File: config.mk
export PLATFORM = sky130hd
export DESIGN_NAME = bram_wr_ctrl
export DESIGN_NICKNAME = d
export VERILOG_FILES = /design/src/rtl/bram_ctrl_pkg.sv /design/src/rtl/bram_lat_cnt.sv /design/src/rtl/bram_wr_ctrl.sv
export SDC_FILE = /design/constraint.sdc
export NUM_CORES = 1
export LEC_CHECK = 0
export CORE_MARGIN = 2
export CORE_UTILIZATION = 41
export CTS_CLUSTER_SIZE = 14
export DETAILED_ROUTE_END_ITERATION = 8
export PLACE_DENSITY = 0.8
export SYNTH_ARGS = -nofsm -noshare
export SYNTH_HDL_FRONTEND = slang
export SYNTH_SLANG_ARGS = --single-unit
export TNS_END_PERCENT = 5
File: constraint.sdc
create_clock -name clk -period 5.85 [get_ports clk]
set_input_delay 0.8775 -clock clk [delete_from_list [all_inputs] [get_ports clk]]
set_output_delay 0.8775 -clock clk [all_outputs]
set_load 0.03 [all_outputs]
File: src/rtl/bram_ctrl_pkg.sv
// Shared widths, defaults and FSM state encoding for the host-to-BRAM command stage.
package bram_ctrl_pkg;

    localparam int unsigned ADDR_W = 14;
    localparam int unsigned DATA_W = 64;
    localparam int unsigned WE_W   = DATA_W / 8;
    localparam int unsigned LAT_W  = 2;

    localparam logic [ADDR_W-1:0] MAX_ADDR_DEF = 14'h3FFE;

    typedef enum logic [2:0] {
        IDLE     = 3'd0,
        WRITE    = 3'd1,
        READ     = 3'd2,
        RD_WAIT  = 3'd3,
        VERIFY   = 3'd4,
        VFY_WAIT = 3'd5,
        WAIT_REL = 3'd6
    } bram_ctrl_state_t;

endpackage

File: src/rtl/bram_lat_cnt.sv
// Loadable down-counter timing the BRAM read latency; done while the count is zero.
module bram_lat_cnt
    import bram_ctrl_pkg::*;
(
    input  logic             clk,
    input  logic             rst,
    input  logic             load,
    input  logic             dec,
    input  logic [LAT_W-1:0] load_val,
    output logic             done
);

    logic [LAT_W-1:0] count;

    always_ff @(posedge clk or posedge rst) begin
        if (rst) begin
            count <= '0;
        end else if (load) begin
            count <= load_val;
        end else if (dec && (count != '0)) begin
            count <= count - LAT_W'(1);
        end
    end

    assign done = (count == '0);

endmodule

File: src/rtl/bram_wr_ctrl.sv
// Host-to-BRAM command stage: one BRAM access per cs assertion, registered outputs.
// Optional write readback check enabled by defining BRAM_WR_VERIFY_EN.
module bram_wr_ctrl
    import bram_ctrl_pkg::*;
#(
    parameter logic [ADDR_W-1:0] MAX_ADDR = MAX_ADDR_DEF,
    parameter int unsigned       RD_LAT   = 1
) (
    input  logic              clk,
    input  logic              rst,
    input  logic              cs,
    input  logic              wbit,
    input  logic [ADDR_W-1:0] addr,
    input  logic [DATA_W-1:0] wdata,
    output logic              busy,
    output logic [DATA_W-1:0] rdata,
    output logic              rvalid,
    output logic              wr_done,
    output logic              addr_err,
    output logic [15:0]       wr_count,
    output logic              verify_err,
    output logic              bram_en,
    output logic [WE_W-1:0]   bram_we,
    output logic [ADDR_W-1:0] bram_addr,
    output logic [DATA_W-1:0] bram_din,
    input  logic [DATA_W-1:0] bram_dout
);

    localparam logic [LAT_W-1:0] LAT_LOAD = LAT_W'(RD_LAT - 1);

    bram_ctrl_state_t state, state_n;
    logic              cs_q;
    logic              start;
    logic              lat_load, lat_dec, lat_done;
    logic              busy_n, rvalid_n, wr_done_n, addr_err_n, en_n, verr_n;
    logic [WE_W-1:0]   we_n;
    logic [ADDR_W-1:0] baddr_n;
    logic [DATA_W-1:0] bdin_n, rdata_n;
    logic [15:0]       wr_count_n;

`ifdef BRAM_WR_VERIFY_EN
    logic [ADDR_W-1:0] op_addr;
    logic [DATA_W-1:0] op_wdata;
`endif

    assign start = (state == IDLE) && cs && !cs_q;

    bram_lat_cnt u_lat_cnt (
        .clk      (clk),
        .rst      (rst),
        .load     (lat_load),
        .dec      (lat_dec),
        .load_val (LAT_LOAD),
        .done     (lat_done)
    );

    // Outputs are computed for the upcoming state so they register together with it.
    always_comb begin
        state_n    = state;
        en_n       = 1'b0;
        we_n       = '0;
        baddr_n    = bram_addr;
        bdin_n     = bram_din;
        rdata_n    = rdata;
        rvalid_n   = 1'b0;
        wr_done_n  = 1'b0;
        addr_err_n = 1'b0;
        verr_n     = 1'b0;
        wr_count_n = wr_count;
        lat_load   = 1'b0;
        lat_dec    = 1'b0;
        case (state)
            IDLE: begin
                if (start) begin
                    if (addr > MAX_ADDR) begin
                        addr_err_n = 1'b1;
                        state_n    = WAIT_REL;
                    end else if (wbit) begin
                        state_n    = WRITE;
                        en_n       = 1'b1;
                        we_n       = '1;
                        baddr_n    = addr;
                        bdin_n     = wdata;
                        wr_done_n  = 1'b1;
                        wr_count_n = wr_count + 16'd1;
                    end else begin
                        state_n = READ;
                        en_n    = 1'b1;
                        baddr_n = addr;
                    end
                end
            end
            WRITE: begin
`ifdef BRAM_WR_VERIFY_EN
                state_n = VERIFY;
                en_n    = 1'b1;
                baddr_n = op_addr;
`else
                state_n = WAIT_REL;
`endif
            end
            READ: begin
                state_n  = RD_WAIT;
                lat_load = 1'b1;
            end
            RD_WAIT: begin
                if (lat_done) begin
                    rdata_n  = bram_dout;
                    rvalid_n = 1'b1;
                    state_n  = WAIT_REL;
                end else begin
                    lat_dec = 1'b1;
                end
            end
`ifdef BRAM_WR_VERIFY_EN
            VERIFY: begin
                state_n  = VFY_WAIT;
                lat_load = 1'b1;
            end
            VFY_WAIT: begin
                if (lat_done) begin
                    verr_n  = (bram_dout != op_wdata);
                    state_n = WAIT_REL;
                end else begin
                    lat_dec = 1'b1;
                end
            end
`endif
            WAIT_REL: begin
                if (!cs) begin
                    state_n = IDLE;
                end
            end
            default: state_n = IDLE;
        endcase
        busy_n = (state_n != IDLE);
    end

    // cs_q resets high so a cs already held at reset release is not seen as an edge.
    always_ff @(posedge clk or posedge rst) begin
        if (rst) begin
            state     <= IDLE;
            cs_q      <= 1'b1;
            busy      <= 1'b0;
            rdata     <= '0;
            rvalid    <= 1'b0;
            wr_done   <= 1'b0;
            addr_err  <= 1'b0;
            wr_count  <= '0;
            bram_en   <= 1'b0;
            bram_we   <= '0;
            bram_addr <= '0;
            bram_din  <= '0;
        end else begin
            state     <= state_n;
            cs_q      <= cs;
            busy      <= busy_n;
            rdata     <= rdata_n;
            rvalid    <= rvalid_n;
            wr_done   <= wr_done_n;
            addr_err  <= addr_err_n;
            wr_count  <= wr_count_n;
            bram_en   <= en_n;
            bram_we   <= we_n;
            bram_addr <= baddr_n;
            bram_din  <= bdin_n;
        end
    end

`ifdef BRAM_WR_VERIFY_EN
    always_ff @(posedge clk or posedge rst) begin
        if (rst) begin
            op_addr    <= '0;
            op_wdata   <= '0;
            verify_err <= 1'b0;
        end else begin
            if (start) begin
                op_addr  <= addr;
                op_wdata <= wdata;
            end
            verify_err <= verr_n;
        end
    end
`else
    assign verify_err = 1'b0;
`endif

endmodule
# Word-level counts from Yosys, hierarchy flattened
# Index checks and enable logic that the tools add are counted.
[classes]
reduce_logical = 12
add_sub_neg = 2
n_lt_le_gt_ge = 1
multipliers = 0
n_shift = 0
div_mod_pow = 0
n_eq_ne = 4
muxes = 27
n_bitwise = 1
[op_table]
columns = ["operator", "count"]
rows = [
  ["8-bit two-way mux", 4],
  ["16-bit by 1-bit adder with 16-bit output, second input constant", 1],
  ["1-bit two-way mux", 15],
  ["3-bit case mux with 5 select lines", 1],
  ["14-bit > comparator, second input constant", 1],
  ["3-bit two-way mux", 4],
  ["3-bit by 2-bit equality test with 1-bit output, second input constant", 2],
  ["2-bit two-way mux", 3],
  ["4-bit AND reduction", 1],
  ["2-bit nonzero test", 2],
  ["3-bit by 1-bit equality test with 1-bit output, second input constant", 1],
  ["3-bit equality test, second input constant", 1],
  ["1-bit logical AND", 3],
  ["3-bit logical NOT", 1],
  ["3-bit AND reduction", 1],
  ["3-bit nonzero test", 1],
  ["2-bit logical NOT", 1],
  ["2-bit AND reduction", 1],
  ["2-bit by 1-bit subtractor with 2-bit output, second input constant", 1],
  ["1-bit logical NOT", 1],
  ["1-bit NOT", 1],
]
[totals]
latchBits = 0
out_inout_bits = 172
input_bits = 146
rom_bits = 0
ram_bits = 0
regBits = 177
memories = 0
wordCells = 60

# Depth between registers and ports, before layout
# Gate-level depths: netlist (run 1).
[logic_depth]
ltp_word = 6
ltp_mapped = 8
ltp_nobuf = 6

# Modules after synthesis
# From an unflattened synthesis (run 1), not the netlist that was laid out.
[hier_totals]
hier_cells = 424
hier_area_um2 = 6596.3
[by_module_without_submodules]
columns = ["module", "instances", "seq_area_each_um2", "area_each_um2", "cells_per_inst"]
rows = [
  ["bram_wr_ctrl", 1, 4180.3, 6461.2, 411],
  ["bram_lat_cnt", 1, 50.0, 135.1, 13],
]

# Worst setup path after synthesis (run 1)
# No wires, ideal clock.
[synth_path]
kind = "input to register"
start = "in addr[3]"
end = "reg bram_din[10]"
path_buffers = 2
t_required_ns = 5.725
setup_ns = 0.125
slack_ns = 3.557
cell_stages = 6
arrival_time_ns = 2.168
path_cell_list = "nand4_1 -> o41ai_4 -> nor2_2 -> buf_6 -> buf_6 -> mux2_4"
[synth_between]
elab_chain_len = 3
[synth_lines]
columns = ["element", "line", "rtl"]
rows = [
  ["from (decl)", "bram_wr_ctrl.sv:13", "input logic [ADDR_W-1:0] addr,"],
  ["14-bit > comparator", "bram_wr_ctrl.sv:75", "if (addr > MAX_ADDR) begin"],
  ["1-bit NOT (no line)", "-", ""],
  ["4-bit AND reduction (no line)", "-", ""],
  ["to (signal assigned)", "bram_wr_ctrl.sv:166", "bram_din <= bdin_n;"],
  ["to (decl)", "bram_wr_ctrl.sv:25", "output logic [DATA_W-1:0] bram_din,"],
]
# Every way passes these cells.
# A chain may end at the register's enable or synchronous reset.

# Final worst setup path (run 1)
[layout_path]
start = "in cs"
end = "reg bram_din[37]"
[layout_between]
elab_chain_len = 3
[layout_lines]
columns = ["element", "line", "rtl"]
rows = [
  ["from (decl)", "bram_wr_ctrl.sv:11", "input logic cs,"],
  ["1-bit logical AND (2 in a row)", "bram_wr_ctrl.sv:46", "assign start = (state == IDLE) && cs && !cs_q;"],
  ["4-bit AND reduction (no line)", "-", ""],
]
# Every way passes these cells.

==> results.cfg, run 1 <==
[place]
port-buffer-count = 316
place_hpwl_um = 12800
place_congestion = 0.796

[worst_setup_path]
cp.required_ps = 6140
r2r_cells = 5
path_class = primary input to register
worstPathCellList = clkdlybuf4s50_1, nor4b_2, nand2_1, nor2_4, buf_4, mux2_2
r2r_start = state[0]
critPathMaxFanout = 37
cp-start-kind = primary input
r2r-end = bram_din[37]
cpMaxStageDelayCell = nor2_4
cp-end-kind = register
arrival_ps = 3940
ff2ff_setup_slack_ps = 2640
slowest_delay_ps = 970

[sta]
hold_viol = 0
fin_crit_sh_pct = 62.3
finalMaxSlewViolations = 0
rsz0062_at_grt = false
skew_ps = 6.25
slew_headroom_pct = 23.2
layout_min_cycle_time_ps = 3650
fmax_mhz = 274
setup_viol = 0
worst_pin_slew_ps = 1150
finalSetupTns_ps = 0

[cells_and_area]
post-route-util_pct = 66.4
fill_cells = 1223
diodes = 0
layout-drive-gt1-share_pct = 13.3
final_nets = 1016
area_growth_pct = 57.8

[clock_network]
cts-htree-levels = 4
numCtsBuffers = 17
post_cts_buffers = 0
clk_pin_slew_ps = 60
ctsHoldBuffers = 0
cts.sinks = 169
ctsResizeCount = 0
worst_skew_pair.late_latency_ps = 420
cts_root_buffer = clkbuf_16
clockBufferDepth = 2
cts_tree = yes

[detailed_routing]
ant_nets = 0
dr_total_vias = 5150
drt-total-wl_um = 17800
dr.pass1.iters = 4
wl_per_cell_um = 16.2
drt-vias-per-instance = 4.69
drtIter0Drc = 190
drcViolationCount = 0

[synthesis]
synthTopCellsByArea = dfrtp_1, nand2_1, mux2_2, mux2_4, xor2_1
synth_area_per_cell_um2 = 11.9
async_flop_share_pct = 100
synthTopCellsByCount = nand2_1, dfrtp_1, mux2_2
synthDominantCellAreaShare_pct = 62.9
postSynthCellCount = 564
syn_nets = 712
synth_cell_type_count = 36
yosysWarnings = 0
yosysTopAreaCell = dfrtp_1
synth_edf_count = 0
syn_area_mm2 = 0.00669
ys_ff_latch = 169
yosysMostFrequentCell = nand2_1
synthFlopType = dfrtp_1
ys_seq_area_share_pct = 63.3

[grt]
grt_pass1_wl_um = 28500
grt_max_degree = 90
gr-total-overflow = 0
grt_pass1_vias = 5273
track_usage_pct = 20.8
antenna_found_initial = 0

[pwr]
finalPower_mw = 6.08
power_density_mw_per_mm2 = 576
pwr-share-comb_pct = 49.3
p_clk_share_pct = 18.1
power_switching_mw = 2.43
internal-power_mw = 3.65
p_seq_share_pct = 32.6
swShare_pct = 40.0
p_leak_nw = 4.80
irDropWorstVdd_mv = 0.336

[die]
design.die.area_mm2 = 0.0173
chipHeight_um = 132
core_area_mm2 = 0.0159
ios = 318
die_w_um = 132
row_count = 46
initial_core_util_pct = 42.1

[hold_path]
min_to = rdata[13]
hold_start = rdata[13]
hp-class = register to register
min_delay_path_depth = 2

[flow_run]
cap_viol_max_count = 0

[status]
outcome = finished, final reports clean
stage by stage:
stage / setup WS [ps] / cells / cell area [um2] / hold slack (ps)
6_report: 2200 / 1097 / 10500 / 472
5_1_grt: 1980 / 1097 / 10500 / 491
4_1_cts: 2210 / 1097 / 10500 / 476
3_5_place_dp: 1800 / 1065 / 9970 / 461
3_3_place_gp: 1830 / 1065 / 9970 / 454
2_1_floorplan: 399 / 564 / 6690 / 496
registers in the layout, summed over array words and instances, names as in the netlist:
name             count
wr_count            16
u_lat_cnt.count      2
addr_err             1
cs_q                 1
bram_din            64
bram_en              1
rvalid               1
busy                 1
rdata               64
state                3
bram_addr           14
bram_we              1
final cells by class:
type / instances / area (um2) / area share [%]
Multi-Input combinational cell: 351 / 2230 / 21.1
Inverter: 10 / 42.5 / 0.403
Clock buffer: 25 / 485 / 4.60
Timing Repair Buffer: 319 / 3200 / 30.3
Sequential cell: 169 / 4230 / 40.1
Clock inverter: 7 / 91.3 / 0.866
Tap cell: 216 / 270 / 2.56
power by group through the flow:
stage	sequential (mW)	combinational [mW]	clock [mW]
after floorplan	2.96	0.710	0
after global placement	1.98	2.98	0
after detailed placement	2.00	3.00	0
after CTS	1.99	3.02	1.12
after global routing	2.05	3.15	1.17
final	1.98	2.99	1.10
worst max-delay path: cells and delay by family:
family / cells / cell delay, ps
simple gates: 3 / 1540
buf+inv: 2 / 1080
mux: 1 / 400
worst max path at each step:
stage	startpoint	endpoint	slack, ps
finish	cs	bram_din[37]	2200
global placement	cs	bram_din[6]	1830
global route	cs	bram_din[37]	1980
CTS	cs	bram_din[37]	2210
detailed placement	cs	bram_din[37]	1800
floorplan	rst	addr_err	400
kinds of logic after synthesis:
group / Yosys count / share of synthesized area [%]
flip-flops: 169 / 63.3
multiplexers: 79 / 14.4
other: 1 / 0.0561
AND/OR/NAND/NOR: 241 / 14.9
XOR/XNOR: 15 / 1.97
buffers and inverters: 44 / 3.43
AO/OA/AOI/OAI: 13 / 1.55
adder cells (fa/ha/maj): 2 / 0.374
layer usage:
layer | track usage, % | wire length, um | up-vias | share of wire [%]
met4 | 8.45 | 484 | 0 | 2.7
met5 | 0 | 0 | - | 0
met2 | 34.4 | 8830 | 204 | 50
met3 | 6.21 | 1210 | 35 | 6.8
met1 | 25.4 | 7280 | 2463 | 41
li1 | - | - | 2448 | -
cell usage in the layout (no fill, tap or decap), types with 2 or more instances in the layout:
master,instances
and4_1,2
nand2b_1,2
mux2_4,20
a21oi_1,2
buf_4,2
xor2_1,14
nor4_1,7
nand3_1,3
clkinv_2,3
ha_1,2
dfrtp_1,168
clkbuf_16,17
inv_1,8
nor3_1,8
clkdlybuf4s50_1,316
a22o_1,2
nand4_1,5
o21ai_0,5
clkbuf_8,3
mux2_2,59
bufinv_16,2
clkbuf_1,5
nand2_1,205
Power figures use the tool's default switching activity.
==> run 2, diff against run 1 <==
clock period = 3.4 ns   (was 5.85 ns; I/O delays follow)
==> run 2 against run 1 <==
  * First-iteration DRC count rose by 64%
  * Via count grew 1.4%
  * Die area is the same
  * Global-route usage up 0.83 points
  * Power grew 75%
  * Sequential share of layout area decreased by 0.41 points
  * Sequential power up 72%
  * Critical path depth is 5 lower
  * Largest cell class unchanged
  * Largest power group unchanged
  * Highest routed layer unchanged
==> results.cfg, run 2 (synthesized netlist as in run 1, its figures left out) <==
[pwr]
irDropWorstVdd_mv = 0.536
power_density_mw_per_mm2 = 996
finalPower_mw = 10.6
p_leak_nw = 4.85

[cells_and_area]
area_growth_pct = 59.4
final_nets = 1023
layout-drive-gt1-share_pct = 14.4
layout_commonest_cell = clkdlybuf4s50_1
fill_cells = 1215
final_cell_mix = clkdlybuf4s50_1, nand2_1, dfrtp_1, mux2_2, mux2_4
diodes = 0
reg_top3 = bram_din (64), rdata (64), wr_count (16)

[sta]
layout_min_cycle_time_ps = 2240
finalSetupTns_ps = 0
rsz0062_at_grt = false
finalMaxSlewViolations = 0
slew_headroom_pct = 54.6
worst_pin_slew_ps = 681
hold_viol = 0
skew_ps = 7.56
fin_crit_sh_pct = 65.9
fmax_mhz = 446
setup_viol = 0

[detailed_routing]
drtIter0Drc = 311
dr_total_vias = 5222
dr.pass1.iters = 4
drcViolationCount = 0
drt-vias-per-instance = 4.73
drt-total-wl_um = 18400
wl_per_cell_um = 16.6
ant_nets = 0

[worst_setup_path]
cp_num_cells = 1
arrival_ps = 1730
path_class = register to primary output
crit_path_end = wr_done
cpMaxStageDelayCell = clkdlybuf4s50_1
r2r-end = bram_din[1]
cp-start-kind = register
path_delay_family = buffers and inverters
worstSetupStartpoint = bram_we[6]
worstPathCellList = clkdlybuf4s50_1
cp.required_ps = 2890
slowest_delay_ps = 770
r2r_cells = 5
path_buf_inv = 1
r2r_start = state[2]
cp-end-kind = primary output
critPathMaxFanout = 9
ff2ff_setup_slack_ps = 1330

[die]
row_count = 46
initial_core_util_pct = 42.1
ios = 318
core_area_mm2 = 0.0159
die_w_um = 132
chipHeight_um = 132
design.die.area_mm2 = 0.0173

[clock_network]
clk_pin_slew_ps = 60
ctsHoldBuffers = 0
cts.sinks = 169
clockBufferDepth = 2
ctsResizeCount = 0
numCtsBuffers = 17
post_cts_buffers = 0
worst_skew_pair.late_latency_ps = 420
cts_tree = yes
cts-htree-levels = 4
cts_root_buffer = clkbuf_16

[grt]
grt_pass1_wl_um = 29400
grt_pass1_vias = 5507
antenna_found_initial = 0
gr-total-overflow = 0
grt_max_degree = 85
track_usage_pct = 21.6

[place]
place_hpwl_um = 13300
port-buffer-count = 316
place_congestion = 0.783

[status]
outcome = finished, final reports clean

[hold_path]
hp-class = register to register
min_delay_path_depth = 2

[flow_run]
cap_viol_max_count = 0
## run 2: power breakdown
part | total (mW) | switching [mW] | internal [mW]
sequential | 3.41 | 0.517 | 2.89
combinational | 5.20 | 2.94 | 2.26
clock | 2.01 | 0.824 | 1.18
## run 2: per-layer routing
layer / routed length (um) / part of all wire [%] / track usage, % / up-vias
met2: 9270 / 50 / 36.6 / 213
met4: 354 / 1.9 / 7.85 / 0
met5: 0 / 0 / 0 / -
li1: - / - / - / 2454
met1: 7390 / 40 / 25.4 / 2532
met3: 1350 / 7.4 / 7.52 / 23
## run 2: cell type report
class | count | area (um2) | area share [%]
Clock inverter | 13 | 168 | 1.57
Sequential cell | 169 | 4230 | 39.7
Tap cell | 216 | 270 | 2.54
Timing Repair Buffer | 326 | 3280 | 30.7
Clock buffer | 19 | 443 | 4.16
Inverter | 10 | 41.3 | 0.387
Multi-Input combinational cell | 351 | 2230 | 20.9
## run 2: worst min-delay path by stage
stage                  startpoint            endpoint  slack (ps)
3_3_place_gp            rdata[10]           rdata[10]         460
4_1_cts                 rdata[57]           rdata[57]         480
6_report                rdata[57]           rdata[57]         470
5_1_grt                 rdata[10]           rdata[10]         500
2_1_floorplan  u_lat_cnt.count[1]  u_lat_cnt.count[1]         500
3_5_place_dp            rdata[37]           rdata[37]         460
## run 2: per-stage QoR
| stage | util, % | area, um2 | instances | worst slack (ps) | hold slack (ps) |
|---|---|---|---|---|---|
| global placement | 63.3 | 10000 | 1072 | 910 | 456 |
| finish | 67.1 | 10700 | 1104 | 1160 | 471 |
| floorplan | - | 6690 | 564 | 736 | 496 |
| global route | 67.1 | 10700 | 1104 | 1080 | 496 |
| CTS | 67.1 | 10700 | 1104 | 1120 | 477 |
| detailed placement | 63.3 | 10000 | 1072 | 796 | 461 |
